<file path="src/rtl/mem_arb_pkg.sv">
// Purpose: shared types and constants for the instruction/data memory port arbiter.
// Latency: n/a (declarations only).
// Backpressure: n/a (declarations only).
package mem_arb_pkg;

  typedef enum logic [1:0] {
    IDLE   = 2'd0,
    BUSY_I = 2'd1,
    BUSY_D = 2'd2,
    RESP   = 2'd3
  } arb_state_t;

  // Read data returned to the requester when an access is aborted.
  localparam logic [31:0] ARB_ERR_DATA = 32'hDEADBEEF;

  localparam int DEF_ADDR_W       = 32;
  localparam int DEF_DATA_W       = 32;
  localparam int DEF_MAX_D_STREAK = 4;
  localparam int DEF_TIMEOUT      = 15;

  localparam int STREAK_W = 3;
  localparam int TMO_W    = 8;

endpackage

</file>
<file path="src/rtl/mem_port_arbiter_if.sv">
// Purpose: bundles the fetch port, data port, stall outputs and memory command bus.
// Latency: n/a (wiring only).
// Backpressure: stalls and req/ack flow through unchanged.
interface mem_port_arbiter_if
  import mem_arb_pkg::*;
#(
  parameter int ADDR_W = DEF_ADDR_W,
  parameter int DATA_W = DEF_DATA_W
) ();

  // fetch port
  logic              if_req;
  logic [ADDR_W-1:0] if_addr;
  logic [DATA_W-1:0] if_rdata;
  logic              if_valid;

  // data port
  logic              d_req;
  logic              d_we;
  logic [ADDR_W-1:0] d_addr;
  logic [DATA_W-1:0] d_wdata;
  logic [DATA_W-1:0] d_rdata;
  logic              d_valid;

  // pipeline freeze
  logic              stall_if;
  logic              stall_mem;

  // backing memory
  logic              mem_req;
  logic              mem_we;
  logic [ADDR_W-1:0] mem_addr;
  logic [DATA_W-1:0] mem_wdata;
  logic              mem_ack;
  logic [DATA_W-1:0] mem_rdata;

  logic              err;

  // Arbiter view: consumes requests and memory responses, drives everything else.
  modport master (
    input  if_req, if_addr, d_req, d_we, d_addr, d_wdata, mem_ack, mem_rdata,
    output if_rdata, if_valid, d_rdata, d_valid, stall_if, stall_mem,
           mem_req, mem_we, mem_addr, mem_wdata, err
  );

  // Environment view: pipeline stages plus backing memory.
  modport slave (
    output if_req, if_addr, d_req, d_we, d_addr, d_wdata, mem_ack, mem_rdata,
    input  if_rdata, if_valid, d_rdata, d_valid, stall_if, stall_mem,
           mem_req, mem_we, mem_addr, mem_wdata, err
  );

endinterface

</file>
<file path="src/rtl/arb_streak_counter.sv">
// Purpose: saturating count of consecutive data grants taken while a fetch waits.
// Latency: count updates one cycle after inc/clr; at_limit is combinational from the count.
// Backpressure: none; inc is ignored once the limit is reached, clr wins over inc.
module arb_streak_counter
  import mem_arb_pkg::*;
(
  input  logic                clk,
  input  logic                reset,
  input  logic                inc,
  input  logic                clr,
  input  logic [STREAK_W-1:0] limit,
  output logic                at_limit
);

  logic [STREAK_W-1:0] count;

  // Count up on inc, hold at the limit, clear on request.
  always_ff @(posedge clk) begin
    if (reset) begin
      count <= '0;
    end else if (clr) begin
      count <= '0;
    end else if (inc && (count != limit)) begin
      count <= count + 1'b1;
    end
  end

  assign at_limit = (count == limit);

endmodule

</file>
<file path="src/rtl/mem_port_arbiter.sv">
// Purpose: shares one single-ported memory between fetch and data ports with a data-streak starvation guard.
// Latency: mem_req one cycle after grant, valid one cycle after ack (or timeout), re-arbitrate the cycle after valid.
// Backpressure: requester held in stall until its valid pulse; memory holds us off via mem_ack, bounded by TIMEOUT.
module mem_port_arbiter
  import mem_arb_pkg::*;
#(
  parameter int ADDR_W       = DEF_ADDR_W,
  parameter int DATA_W       = DEF_DATA_W,
  parameter int MAX_D_STREAK = DEF_MAX_D_STREAK,
  parameter int TIMEOUT      = DEF_TIMEOUT
) (
  input logic                clk,
  input logic                reset,
  mem_port_arbiter_if.master bus
);

  typedef struct packed {
    logic              we;
    logic [ADDR_W-1:0] addr;
    logic [DATA_W-1:0] wdata;
  } cmd_t;

  localparam logic [STREAK_W-1:0] STREAK_LIMIT = STREAK_W'(MAX_D_STREAK);
  // Last BUSY cycle count before abort: counter starts at 0 in the first BUSY cycle.
  localparam logic [TMO_W-1:0]    TMO_LAST     = TMO_W'(TIMEOUT - 1);
  localparam logic [DATA_W-1:0]   ERR_DATA     = DATA_W'(ARB_ERR_DATA);

  arb_state_t        state, state_nxt;
  cmd_t              cmd;
  logic              mem_req;
  logic [DATA_W-1:0] if_rdata, d_rdata;
  logic              if_valid, d_valid, err;
  logic [TMO_W-1:0]  tmo_cnt;

  logic busy, grant_d, grant_i, ack_take, tmo_hit, finish;
  logic streak_inc, streak_clr, streak_at_limit;

  arb_streak_counter u_streak (
    .clk      (clk),
    .reset    (reset),
    .inc      (streak_inc),
    .clr      (streak_clr),
    .limit    (STREAK_LIMIT),
    .at_limit (streak_at_limit)
  );

  // State register.
  always_ff @(posedge clk) begin
    if (reset) begin
      state <= IDLE;
    end else begin
      state <= state_nxt;
    end
  end

  // Next-state: arbitrate in IDLE, wait for ack/timeout in BUSY, one response cycle.
  always_comb begin
    state_nxt = state;
    case (state)
      IDLE: begin
        if (grant_d) begin
          state_nxt = BUSY_D;
        end else if (grant_i) begin
          state_nxt = BUSY_I;
        end
      end
      BUSY_I, BUSY_D: begin
        if (finish) begin
          state_nxt = RESP;
        end
      end
      RESP:    state_nxt = IDLE;
      default: state_nxt = IDLE;
    endcase
  end

  // Control strobes: grants, completion, streak bookkeeping.
  always_comb begin
    busy       = (state == BUSY_I) || (state == BUSY_D);
    grant_d    = (state == IDLE) && bus.d_req && !(bus.if_req && streak_at_limit);
    grant_i    = (state == IDLE) && bus.if_req && !grant_d;
    ack_take   = busy && bus.mem_ack;
    tmo_hit    = busy && !bus.mem_ack && (tmo_cnt == TMO_LAST);
    finish     = ack_take || tmo_hit;
    streak_inc = grant_d && bus.if_req;
    streak_clr = grant_i || (grant_d && !bus.if_req);
  end

  // Timeout counter: restart on each grant, count every BUSY cycle.
  always_ff @(posedge clk) begin
    if (reset) begin
      tmo_cnt <= '0;
    end else if (grant_d || grant_i) begin
      tmo_cnt <= '0;
    end else if (busy && (tmo_cnt != '1)) begin
      tmo_cnt <= tmo_cnt + 1'b1;
    end
  end

  // Memory command, response data and one-cycle completion pulses.
  always_ff @(posedge clk) begin
    if (reset) begin
      mem_req  <= 1'b0;
      cmd      <= '0;
      if_rdata <= '0;
      d_rdata  <= '0;
      if_valid <= 1'b0;
      d_valid  <= 1'b0;
      err      <= 1'b0;
    end else begin
      if_valid <= 1'b0;
      d_valid  <= 1'b0;
      err      <= 1'b0;
      if (grant_d) begin
        mem_req <= 1'b1;
        cmd     <= '{we: bus.d_we, addr: bus.d_addr, wdata: bus.d_wdata};
      end else if (grant_i) begin
        mem_req <= 1'b1;
        cmd     <= '{we: 1'b0, addr: bus.if_addr, wdata: '0};
      end
      if (finish) begin
        mem_req <= 1'b0;
        err     <= tmo_hit;
        if (state == BUSY_I) begin
          if_valid <= 1'b1;
          if_rdata <= tmo_hit ? ERR_DATA : bus.mem_rdata;
        end else begin
          d_valid <= 1'b1;
          // Writes return zero so the MEM stage never sees stale read data.
          d_rdata <= tmo_hit ? ERR_DATA : (cmd.we ? '0 : bus.mem_rdata);
        end
      end
    end
  end

  assign bus.mem_req   = mem_req;
  assign bus.mem_we    = cmd.we;
  assign bus.mem_addr  = cmd.addr;
  assign bus.mem_wdata = cmd.wdata;
  assign bus.if_rdata  = if_rdata;
  assign bus.if_valid  = if_valid;
  assign bus.d_rdata   = d_rdata;
  assign bus.d_valid   = d_valid;
  assign bus.err       = err;
  // Stalls release in the valid cycle so the stage advances with the data.
  assign bus.stall_if  = bus.if_req & ~if_valid;
  assign bus.stall_mem = bus.d_req & ~d_valid;

endmodule

</file>
<file path="src/flat_wrapper.sv">
// flat-port wrapper written by rule: the top's interface ports become plain ports
module mem_port_arbiter_flat import mem_arb_pkg::*;
#(
  parameter int ADDR_W       = DEF_ADDR_W,
  parameter int DATA_W       = DEF_DATA_W,
  parameter int MAX_D_STREAK = DEF_MAX_D_STREAK,
  parameter int TIMEOUT      = DEF_TIMEOUT
)
  (clk, reset, bus_if_req, bus_if_addr, bus_d_req, bus_d_we, bus_d_addr, bus_d_wdata, bus_mem_ack, bus_mem_rdata, bus_if_rdata, bus_if_valid, bus_d_rdata, bus_d_valid, bus_stall_if, bus_stall_mem, bus_mem_req, bus_mem_we, bus_mem_addr, bus_mem_wdata, bus_err);
  mem_port_arbiter_if #(.ADDR_W(ADDR_W), .DATA_W(DATA_W)) bus_i ();
  input logic clk;
  input logic reset;
  input wire logic [$bits(bus_i.if_req)-1:0] bus_if_req;
  input wire logic [$bits(bus_i.if_addr)-1:0] bus_if_addr;
  input wire logic [$bits(bus_i.d_req)-1:0] bus_d_req;
  input wire logic [$bits(bus_i.d_we)-1:0] bus_d_we;
  input wire logic [$bits(bus_i.d_addr)-1:0] bus_d_addr;
  input wire logic [$bits(bus_i.d_wdata)-1:0] bus_d_wdata;
  input wire logic [$bits(bus_i.mem_ack)-1:0] bus_mem_ack;
  input wire logic [$bits(bus_i.mem_rdata)-1:0] bus_mem_rdata;
  output wire logic [$bits(bus_i.if_rdata)-1:0] bus_if_rdata;
  output wire logic [$bits(bus_i.if_valid)-1:0] bus_if_valid;
  output wire logic [$bits(bus_i.d_rdata)-1:0] bus_d_rdata;
  output wire logic [$bits(bus_i.d_valid)-1:0] bus_d_valid;
  output wire logic [$bits(bus_i.stall_if)-1:0] bus_stall_if;
  output wire logic [$bits(bus_i.stall_mem)-1:0] bus_stall_mem;
  output wire logic [$bits(bus_i.mem_req)-1:0] bus_mem_req;
  output wire logic [$bits(bus_i.mem_we)-1:0] bus_mem_we;
  output wire logic [$bits(bus_i.mem_addr)-1:0] bus_mem_addr;
  output wire logic [$bits(bus_i.mem_wdata)-1:0] bus_mem_wdata;
  output wire logic [$bits(bus_i.err)-1:0] bus_err;
  assign bus_i.if_req = bus_if_req;
  assign bus_i.if_addr = bus_if_addr;
  assign bus_i.d_req = bus_d_req;
  assign bus_i.d_we = bus_d_we;
  assign bus_i.d_addr = bus_d_addr;
  assign bus_i.d_wdata = bus_d_wdata;
  assign bus_i.mem_ack = bus_mem_ack;
  assign bus_i.mem_rdata = bus_mem_rdata;
  assign bus_if_rdata = bus_i.if_rdata;
  assign bus_if_valid = bus_i.if_valid;
  assign bus_d_rdata = bus_i.d_rdata;
  assign bus_d_valid = bus_i.d_valid;
  assign bus_stall_if = bus_i.stall_if;
  assign bus_stall_mem = bus_i.stall_mem;
  assign bus_mem_req = bus_i.mem_req;
  assign bus_mem_we = bus_i.mem_we;
  assign bus_mem_addr = bus_i.mem_addr;
  assign bus_mem_wdata = bus_i.mem_wdata;
  assign bus_err = bus_i.err;
  mem_port_arbiter #(.ADDR_W(ADDR_W), .DATA_W(DATA_W), .MAX_D_STREAK(MAX_D_STREAK), .TIMEOUT(TIMEOUT)) u_core (.clk(clk), .reset(reset), .bus(bus_i));
endmodule
</file>
<file path="config.mk">
export PLATFORM = sky130hd
export DESIGN_NAME = mem_port_arbiter_flat
export DESIGN_NICKNAME = d
export VERILOG_FILES = /design/src/rtl/mem_arb_pkg.sv /design/src/rtl/mem_port_arbiter_if.sv /design/src/rtl/arb_streak_counter.sv /design/src/rtl/mem_port_arbiter.sv /design/src/flat_wrapper.sv
export SDC_FILE = /design/constraint.sdc
export NUM_CORES = 1
export LEC_CHECK = 0
export CAP_MARGIN = 20
export CORE_MARGIN = 2
export CORE_UTILIZATION = 45
export DETAILED_ROUTE_END_ITERATION = 12
export PLACE_DENSITY = 0.95
export SYNTH_ARGS = -nofsm -noshare
export SYNTH_HDL_FRONTEND = slang
export SYNTH_HIERARCHICAL = 1
export SYNTH_SLANG_ARGS = --single-unit
</file>
<file path="constraint.sdc">
create_clock -name clk -period 4.6 [get_ports clk]
set_clock_uncertainty 0.15 [all_clocks]
set_input_delay 0.46 -clock clk [delete_from_list [all_inputs] [get_ports clk]]
set_output_delay 0.46 -clock clk [all_outputs]
set_load 0.01 [all_outputs]
</file>
-- After elaboration in Yosys (flattened, before gate mapping)
Cells that the tools add are included.
- $add $sub $neg: 2
- reduce and logical (&&, ||, !) cells: 30
- equal/unequal tests: 9
- multiplexer cells: 13
- bitwise gates (word level): 6
- operator list (operator ; number):
    65-bit two-way mux ; 2
    32-bit two-way mux ; 3
    1-bit logical AND ; 12
    2-bit OR reduction ; 5
    8-bit by 1-bit adder with 8-bit output (second input constant) ; 1
    8-bit by 4-bit == test with 1-bit output (second input constant) ; 1
    8-bit inequality test (second input constant) ; 1
    2-bit two-way mux ; 3
    2-bit case mux with 3 select lines ; 1
    2-bit AND reduction ; 3
    2-bit == test (second input constant) ; 2
    1-bit logical NOT ; 4
    1-bit logical OR ; 4
    1-bit two-way mux ; 4
    1-bit inverter ; 4
    3-bit by 1-bit adder with 3-bit output (second input constant) ; 1
    3-bit == test (second input constant) ; 1
    3-bit by 1-bit inequality test with 1-bit output (second input constant) ; 1
    3-bit inequality test (second input constant) ; 1
    1-bit AND ; 2
    2-bit by 1-bit == test with 1-bit output (second input constant) ; 1
    2-bit logical NOT ; 1
    2-bit by 1-bit inequality test with 1-bit output (second input constant) ; 1
    2-bit nonzero test ; 1
- logic and storage cells: 72
- output and inout port bits: 135
- bits of input ports: 134
- bits in registers: 146

-- Depth between registers and ports, before layout
Gate-level depths: netlist of run 1.
- depth after elaboration: 9
- depth in mapped cells: 10
- gate-level depth less buffers: 9

-- By module
Netlist of run 1, hierarchy kept.
- modules (own cells, without submodules) (module ; times used ; seq. area each (um^2) ; area an instance (um^2) ; cells an instance):
    mem_port_arbiter ; 1 ; 2862.7 ; 5585.4 ; 579
    arb_streak_counter ; 1 ; 60.1 ; 241.5 ; 29

-- Least setup slack after synthesis of run 1
No wires, ideal clock.
- kind: reg2reg
- start point: register u_core.u_streak.count[0]
- end point: register u_core.u_streak.count[0]
- data arrival time: 2.362 ns
- period minus slack after synthesis: 2.569 ns
- cell stages (with the launch flop): 11
- setup time: 0.057 ns
- required time: 4.393 ns
- path buffers: 1
- setup slack: 2.031 ns
- cell sequence: dfxtp_1 -> xnor2_1 -> and3_2 -> nand2_1 -> nand3_1 -> buf_4 -> nor2_1 -> nor2b_1 -> or4b_1 -> o22ai_1 -> or3_1
- elaborated cells on any way between the ends: 13
- those cells by class: add/sub: 1; eq/ne: 2; reduce/logical: 10
- RTL lines (item ; line ; RTL):
    from (decl) ; arb_streak_counter.sv:15 ; logic [STREAK_W-1:0] count;
    from (signal assigned) ; arb_streak_counter.sv:24 ; count <= count + 1'b1;
    3-bit == test ; arb_streak_counter.sv:28 ; assign at_limit = (count == limit);
    via u_core.streak_at_limit ; mem_port_arbiter.sv:36 ; logic streak_inc, streak_clr, streak_at_limit;
    1-bit logical AND ; mem_port_arbiter.sv:80 ; grant_d = (state == IDLE) && bus.d_req && !(bus.if_req && streak_at_limit);
    1-bit logical NOT ; mem_port_arbiter.sv:80 ;
    1-bit logical AND ; mem_port_arbiter.sv:80 ;
    1-bit logical AND ; mem_port_arbiter.sv:85 ; streak_inc = grant_d && bus.if_req;
    via u_core.streak_inc ; mem_port_arbiter.sv:36 ;
    1-bit logical AND ; arb_streak_counter.sv:23 ; end else if (inc && (count != limit)) begin
The timed path passes the listed nets, and every way through them passes these cells.
A chain may end at the register's enable or synchronous reset.

-- Worst setup path in the final report of run 1
- start point: register u_core.state[1]
- end point: register u_core.d_rdata[16] (netlist: u_core/bus.d_rdata[16])
- word-level cells in the longest chain between the ends: 6
- elaborated cells on any way between the ends: 10
- those cells by class: eq/ne: 2; mux: 1; bitwise: 1; reduce/logical: 6
- RTL lines (item ; line ; RTL):
    from (decl) ; mem_port_arbiter.sv:28 ; arb_state_t state, state_nxt;
    from (signal assigned) ; mem_port_arbiter.sv:52 ; state <= state_nxt;
    2-bit by 1-bit == test with 1-bit output / 2-bit == test (equally long branches) ; mem_port_arbiter.sv:79, mem_port_arbiter.sv:124 ;
    1-bit logical OR ; mem_port_arbiter.sv:79 ; busy = (state == BUSY_I) || (state == BUSY_D);
    1-bit logical AND (2 in series) ; mem_port_arbiter.sv:83 ; tmo_hit = busy && !bus.mem_ack && (tmo_cnt == TMO_LAST);
    1-bit logical OR ; mem_port_arbiter.sv:84 ; finish = ack_take || tmo_hit;
    2-bit AND reduction (no source line) ; - ;
    to (signal assigned) ; mem_port_arbiter.sv:130 ; d_rdata <= tmo_hit ? ERR_DATA : (cmd.we ? '0 : bus.mem_rdata);
    to (decl) ; mem_port_arbiter.sv:31 ; logic [DATA_W-1:0] if_rdata, d_rdata;
Several ways; a longest one is shown, not always the timed one.

==> impl_metrics.env, run 1 <==
export IMPL_crit_reg2reg_capture="u_core/bus.d_rdata[16]"
export IMPL_via_density_per_instance=5.39
export IMPL_ir_worst_vdd_mv=0.304
export IMPL_detail_route_antenna_nets=0
export IMPL_grt_remaining_overflow=0
export IMPL_final_core_utilization_pct=72.7
export IMPL_worst_r2r_cell_count=5
export IMPL_antenna_found_initial=0
export IMPL_power_net_switching_mw=1.54
export IMPL_cts_path_max_buffers=2
export IMPL_post_place_ws_ns=1.98
export IMPL_dr_first_iter_drc_count=447
export IMPL_grt_setup_unrepaired="no"
export IMPL_slew_limit_headroom_pct=27.9
export IMPL_drtPass1Iterations=6
export IMPL_cts_hold_repair_buffers=0
export IMPL_hold_slack_ns=0.316
export IMPL_post_cts_setup_buffer_count=0
export IMPL_setup_total_negative_slack_ns=0
export IMPL_multi_input_comb_area_sq_um=2680
export IMPL_numCtsBuffers=17
export IMPL_register_area_sq_um=2920
export IMPL_yosysTopAreaCellShare_pct=50.2
export IMPL_n_fill_cell=895
export IMPL_core_rowCount=41
export IMPL_drv_slew=0
export IMPL_grt_max_degree=103
export IMPL_result_of_the_run="finished clean"
export IMPL_finalInstanceArea_sq_um=9180
export IMPL_clock_fmax_mhz=384
export IMPL_design_final_nets=997
export IMPL_timing_worst_slew_pin_value_ns=1.08
export IMPL_route_detailed_drc=0
export IMPL_type_of_the_setup_path_with_the_least_slack="flip-flop to flip-flop"
export IMPL_h_tree_depth=4
export IMPL_floorplan_initialDensity_pct=46.2
export IMPL_clkPwrFrac_pct=29.3
export IMPL_wirelength_microns=18300
export IMPL_ys_flop_type="dfxtp_1"
export IMPL_dieWidth_microns=118
export IMPL_p_int_mw=3.28
export IMPL_grt_pass1_vias=5414
export IMPL_hold_path_endpoint="u_core/bus.if_rdata[30]"
export IMPL_grt_pass1_wl_microns=28600
export IMPL_cp_start_kind="flip-flop"
export IMPL_synth_top_cell_by_area="dfxtp_1"
export IMPL_hold_path_class="flip-flop to flip-flop"
export IMPL_crit_path_max_incr_delay_ns=0.86
export IMPL_gp_congestion=0.838
export IMPL_count_of_different_cell_masters_after_synthesis=44
export IMPL_final_cell_mix="clkdlybuf4s50_1 (267), dfxtp_1 (146), nor2_1 (88), a21oi_1 (70), a211oi_1 (42)"
export IMPL_cp_common_cell="inv_1"
export IMPL_maximum_fanout_encountered_on_the_critical_timing_path=24
export IMPL_io_pins=269
export IMPL_clock_insertion_delay_worst_skew_ns=0.41
export IMPL_routed_via_count=5612
export IMPL_placedInstanceArea_sq_um=8570
export IMPL_n_antenna_cell=0
export IMPL_clkSinkCount=146
export IMPL_min_period_ns=2.61
export IMPL_growth_of_design_area_from_synthesis_to_finish_pct=57.5
export IMPL_synth_warning_count=6
export IMPL_timing_hold_worst_start="u_core/bus.if_rdata[30]"
export IMPL_synth_edf_count=0
export IMPL_post_route_cells_drive_above_1_share_pct=5.63
export IMPL_worstPathCellList="inv_1 > ha_1 > inv_1 > nand3b_1 > a21oi_1"
export IMPL_p_comb_share_pct=35.2
export IMPL_core_area_sq_um=12600
export IMPL_seq_area_frac_synth_pct=50.2
export IMPL_clock_root_buffer="clkbuf_16"
export IMPL_synth_cell_area_sq_um=5830
export IMPL_die_area_sq_um=13900
export IMPL_cts_tree="built"
export IMPL_switching_share_of_total_power_pct=31.9
export IMPL_finalCritPeriodShare_pct=56.6
export IMPL_half_perimeter_wire_length_after_detailed_placement_microns=12900
export IMPL_post_synth_cell_area_avg_sq_um=9.58
export IMPL_drt_wirelength_per_cell_microns=17.5
export IMPL_worst_ep_required_time_ns=4.77
export IMPL_critical_path_slowest_cell="nand3b_1"
export IMPL_critical_path_endpoint_type="flip-flop"
export IMPL_synth_seq_cells=146
export IMPL_numPortBuffers=268
export IMPL_report_final_setup_viol=0
export IMPL_setup_slack_on_the_worst_flop_to_flop_path_ns=1.99
export IMPL_die_height_microns=118
export IMPL_pwr_share_seq_pct=35.5
export IMPL_post_synth_inst_count=608
export IMPL_r2r_start="u_core/state[1]"
export IMPL_powerDensity_nw_per_um2=525
export IMPL_synth_area_top_cells="dfxtp_1 (50%), a22o_1 (6.2%), a21oi_1 (6.0%)"
export IMPL_grtUsageTotal_pct=26.0
export IMPL_final_critical_path_setup_slack_ns=1.99
export IMPL_p_leak_nw=3.55
export IMPL_final_common_cell="clkdlybuf4s50_1"
export IMPL_final_hold_violation_count=0
export IMPL_ctsResizeCount=0
export IMPL_worst_setup_hold_path_clk_slew_ns=0.06
export IMPL_worstHoldPathCells=1
export IMPL_crit_path_start="u_core/state[1]"
export IMPL_cp_arrival_ns=2.78
export IMPL_max_cap_viol_count=0
export IMPL_postSynth_asyncResetShare_pct=0
## sequential cells by signal, indices dropped and copies added (netlist names), 2 cells and up
register	flops
u_core/bus.d_rdata	32
u_core/bus.if_rdata	32
u_core/bus.mem_addr	32
u_core/bus.mem_wdata	32
u_core/tmo_cnt	8
u_core/u_streak/count	3
u_core/state	2
## worst max-delay path by stage
stage,end,depth (start not counted)
global placement,u_core/u_streak/count[0],8
CTS,u_core/bus.d_rdata[16],5
finish,u_core/bus.d_rdata[16],5
detailed placement,u_core/u_streak/count[0],8
global route,u_core/bus.d_rdata[28],5
floorplan,u_core/u_streak/count[0],10
## per-stage QoR
step | std cells | power (mW)
detailed placement | 1010 | 3.42
floorplan | 612 | 2.59
CTS | 1042 | 4.85
global route | 1042 | 5.06
finish | 1042 | 4.82
global placement | 1010 | 3.36
## cell type report
class	count	share of cell area [%]
clock buffer	18	4.68
tap	172	2.34
timing repair buffer	275	29.8
sequential	146	31.8
inverter	5	0.204
multi-input combinational	412	29.2
clock inverter	14	1.94
## Yosys cell counts, types with 2 or more instances
| master | number |
|---|---|
| ha_1 | 6 |
| buf_6 | 2 |
| a22o_1 | 41 |
| or2_2 | 2 |
| buf_1 | 2 |
| dfxtp_1 | 146 |
| buf_2 | 9 |
| or3_1 | 2 |
| a31oi_1 | 6 |
| and2_1 | 2 |
| nor2b_1 | 3 |
| nand2b_1 | 3 |
| nor2_1 | 90 |
| clkbuf_1 | 31 |
| buf_4 | 5 |
| mux2i_1 | 33 |
| nand2_1 | 8 |
| nand4_1 | 4 |
| a41o_1 | 2 |
| a21oi_1 | 70 |
| conb_1 | 2 |
| a211oi_1 | 42 |
| o21a_1 | 26 |
| inv_1 | 5 |
| and3_1 | 5 |
| xnor2_1 | 4 |
| o21ai_0 | 3 |
| nor3_1 | 4 |
| nand3b_1 | 2 |
| and4_1 | 4 |
| nand3_1 | 4 |
| nor3b_1 | 28 |
## cell families (layout without fill, tap and decap cells)
family | Yosys count | in the layout | synth area share (%)
compound gates | 197 | 197 | 23.2
simple gates | 166 | 166 | 14.7
flops | 146 | 146 | 50.2
buf+inv | 54 | 312 | 4.25
mux | 33 | 33 | 5.67
fa+ha+maj | 6 | 6 | 1.29
xor+xnor | 4 | 4 | 0.601
other cells | 2 | 6 | 0.129
## critical path: cells and delay by family (launching register included)
family / cells / cell delay (ns)
flops: 1 / 0.33
fa+ha+maj: 1 / 0.26
compound gates: 1 / 0.43
buf+inv: 2 / 0.48
simple gates: 1 / 0.86
## metal layers
| metal | track usage [%] | vias to the layer above | routed length (microns) |
|---|---|---|---|
| met4 | 10.2 | 0 | 334 |
| met2 | 45.4 | 273 | 9250 |
| met5 | 0 | - | 0 |
| met3 | 8.82 | 22 | 1570 |
| li1 | - | 2707 | - |
| met1 | 29.1 | 2610 | 7130 |
## power by group through the flow
stage / logic, mW / registers, mW / clock network, mW
after floorplan: 0.754 / 1.83 / 0
after CTS: 1.70 / 1.71 / 1.44
after detailed placement: 1.69 / 1.73 / 0
final: 1.70 / 1.71 / 1.41
after global placement: 1.65 / 1.71 / 0
after global routing: 1.83 / 1.74 / 1.49
No activity file was read; power rests on OpenSTA's default activity.
==> run 2, diff against run 1 <==
--- a/config.mk
+++ b/config.mk
@@ -7,9 +7,9 @@
 export LEC_CHECK = 0
 export CAP_MARGIN = 20
 export CORE_MARGIN = 2
-export CORE_UTILIZATION = 45
+export CORE_UTILIZATION = 41
 export DETAILED_ROUTE_END_ITERATION = 12
-export PLACE_DENSITY = 0.95
+export PLACE_DENSITY = 0.89
 export SYNTH_ARGS = -nofsm -noshare
 export SYNTH_HDL_FRONTEND = slang
 export SYNTH_HIERARCHICAL = 1
==> constraint.sdc (replaced) <==
create_clock -name clk -period 2.41 [get_ports clk]
set_clock_uncertainty 0.15 [all_clocks]
set_input_delay 0.241 -clock clk [delete_from_list [all_inputs] [get_ports clk]]
set_output_delay 0.241 -clock clk [all_outputs]
set_load 0.01 [all_outputs]
==> run 2 against run 1 <==
  * Register-to-register slack got worse by 1.8 ns
  * Combinational power rose by 94%
  * Global-route usage fell by 3.7 points
==> impl_metrics.env, run 2 (synthesis results as in run 1) <==
export IMPL_result_of_the_run="finished clean"
export IMPL_clock_insertion_delay_worst_skew_ns=0.42
export IMPL_timing_hold_worst_start="reset"
export IMPL_core_rowCount=43
export IMPL_worstHoldPathCells=2
export IMPL_n_antenna_cell=0
export IMPL_post_cts_setup_buffer_count=0
export IMPL_final_common_cell="clkdlybuf4s50_1"
export IMPL_switching_share_of_total_power_pct=33.0
export IMPL_drtPass1Iterations=5
export IMPL_finalCritPeriodShare_pct=90.9
export IMPL_half_perimeter_wire_length_after_detailed_placement_microns=12600
export IMPL_cts_tree="built"
export IMPL_setup_total_negative_slack_ns=0
export IMPL_final_critical_path_setup_slack_ns=0.220
export IMPL_setup_slack_on_the_worst_flop_to_flop_path_ns=0.22
export IMPL_route_detailed_drc=0
export IMPL_worst_r2r_cell_count=9
export IMPL_p_leak_nw=3.59
export IMPL_floorplan_initialDensity_pct=42.0
export IMPL_critical_path_endpoint_type="flip-flop"
export IMPL_maximum_fanout_encountered_on_the_critical_timing_path=7
export IMPL_post_route_cells_drive_above_1_share_pct=7.05
export IMPL_slew_limit_headroom_pct=37.9
export IMPL_grt_pass1_vias=5172
export IMPL_timing_worst_slew_pin_value_ns=0.931
export IMPL_drt_wirelength_per_cell_microns=16.5
export IMPL_cp_arrival_ns=2.40
export IMPL_worst_ep_required_time_ns=2.62
export IMPL_via_density_per_instance=5.25
export IMPL_ctsResizeCount=0
export IMPL_grt_max_degree=66
export IMPL_power_net_switching_mw=2.96
export IMPL_bufs_and_invs_on_worst_path=1
export IMPL_worstPathCellList="xnor2_1 > and3_2 > nand2_1 > nand3_2 > nor2_2 > buf_4 > or4b_1 > o22ai_1 > or3_1"
export IMPL_numPortBuffers=268
export IMPL_final_cell_mix="clkdlybuf4s50_1 (267), dfxtp_1 (146), nor2_1 (87), a21oi_1 (70), a211oi_1 (42)"
export IMPL_hold_path_class="input pin to flip-flop"
export IMPL_ir_worst_vdd_mv=0.519
export IMPL_dieWidth_microns=123
export IMPL_type_of_the_setup_path_with_the_least_slack="flip-flop to flip-flop"
export IMPL_gp_congestion=0.835
export IMPL_h_tree_depth=4
export IMPL_numCtsBuffers=17
export IMPL_clock_fmax_mhz=457
export IMPL_final_hold_violation_count=0
export IMPL_grt_remaining_overflow=0
export IMPL_detail_route_antenna_nets=0
export IMPL_drv_slew=0
export IMPL_powerDensity_nw_per_um2=970
export IMPL_worst_setup_hold_path_clk_slew_ns=0.06
export IMPL_hold_path_endpoint="u_core/state[0]"
export IMPL_min_period_ns=2.19
export IMPL_crit_reg2reg_capture="u_core/u_streak/count[0]"
export IMPL_design_final_nets=1007
export IMPL_grt_setup_unrepaired="no"
export IMPL_clkSinkCount=146
export IMPL_critical_path_slowest_cell="or4b_1"
export IMPL_p_int_mw=6.01
export IMPL_clock_root_buffer="clkbuf_16"
export IMPL_dr_first_iter_drc_count=349
export IMPL_wirelength_microns=17400
export IMPL_die_height_microns=123
export IMPL_antenna_found_initial=0
export IMPL_pwr_share_seq_pct=36.2
export IMPL_cts_path_max_buffers=2
export IMPL_final_core_utilization_pct=66.6
export IMPL_cts_hold_repair_buffers=0
export IMPL_clkPwrFrac_pct=27.1
export IMPL_critical_path_top_delay_family="simple AND/OR/NAND/NOR gates"
export IMPL_r2r_start="u_core/u_streak/count[2]"
export IMPL_p_comb_share_pct=36.7
export IMPL_growth_of_design_area_from_synthesis_to_finish_pct=58.6
export IMPL_cp_start_kind="flip-flop"
export IMPL_max_cap_viol_count=0
export IMPL_grtUsageTotal_pct=22.3
export IMPL_core_area_sq_um=13900
export IMPL_io_pins=269
export IMPL_die_area_sq_um=15200
export IMPL_report_final_setup_viol=0
export IMPL_crit_path_max_incr_delay_ns=0.46
export IMPL_routed_via_count=5565
export IMPL_grt_pass1_wl_microns=26100
export IMPL_post_place_ws_ns=0.243
-- run 2: changes by cell type in the layout (fill, tap and decap cells not counted), moves of 2 or more --
cell / before / now
buf_4: 8 / 16
bufinv_16: 3 / 0
buf_12: 0 / 2
inv_8: 1 / 3
-- run 2: final cells by class --
| type | count | area, sq um |
|---|---|---|
| clock buffers | 17 | 425 |
| flip-flops and latches | 146 | 2920 |
| inverters | 5 | 18.8 |
| well taps | 180 | 225 |
| fillers | 1090 | 4640 |
| multi-input cells | 412 | 2690 |
| repair buffers | 285 | 2830 |
| clock inverters | 15 | 125 |
-- run 2: worst reg2reg max path, cell delays in order (launching register included) --
cell,delay [ns]
dfxtp_1,0.33
xnor2_1,0.19
and3_2,0.25
nand2_1,0.09
nand3_2,0.12
nor2_2,0.13
buf_4,0.15
or4b_1,0.46
o22ai_1,0.15
or3_1,0.11
-- run 2: metrics by stage --
step	cell area (sq um)	cells	hold WS (ns)	power (mW)
after global placement	8690	1028	0.297	6.51
after floorplan	5860	612	0.216	4.95
after detailed placement	8690	1028	0.304	6.57
after CTS	9240	1060	0.129	9.04
after global routing	9240	1060	0.170	9.45
final	9240	1060	0.140	8.97
-- run 2: how the worst max path moves through the flow --
stage	startpoint	endpoint	slack (ns)	cells after the start
2_1_floorplan	u_core/u_streak/count[0]	u_core/u_streak/count[0]	0.04	10
3_5_place_dp	u_core/u_streak/count[2]	u_core/u_streak/count[0]	0.24	9
5_1_grt	u_core/u_streak/count[2]	u_core/u_streak/count[0]	0.05	9
3_3_place_gp	bus_if_req	u_core/u_streak/count[0]	0.29	8
6_report	u_core/u_streak/count[2]	u_core/u_streak/count[0]	0.22	9
4_1_cts	u_core/u_streak/count[2]	u_core/u_streak/count[0]	0.21	9
-- run 2: power groups by stage --
stage	combinational [mW]	clock, mW	sequential [mW]
6_report	3.29	2.43	3.24
5_1_grt	3.55	2.59	3.30
4_1_cts	3.30	2.49	3.25
3_5_place_dp	3.28	0	3.29
3_3_place_gp	3.24	0	3.27
2_1_floorplan	1.45	0	3.50
-- run 2: routing by layer --
metal | GRT usage (%) | up-vias | share of wire [%]
li1 | - | 2734 | -
met1 | 26.1 | 2538 | 40
met2 | 36.9 | 259 | 48
met3 | 7.80 | 34 | 9.7
met4 | 9.30 | 0 | 2.4
met5 | 0 | - | 0
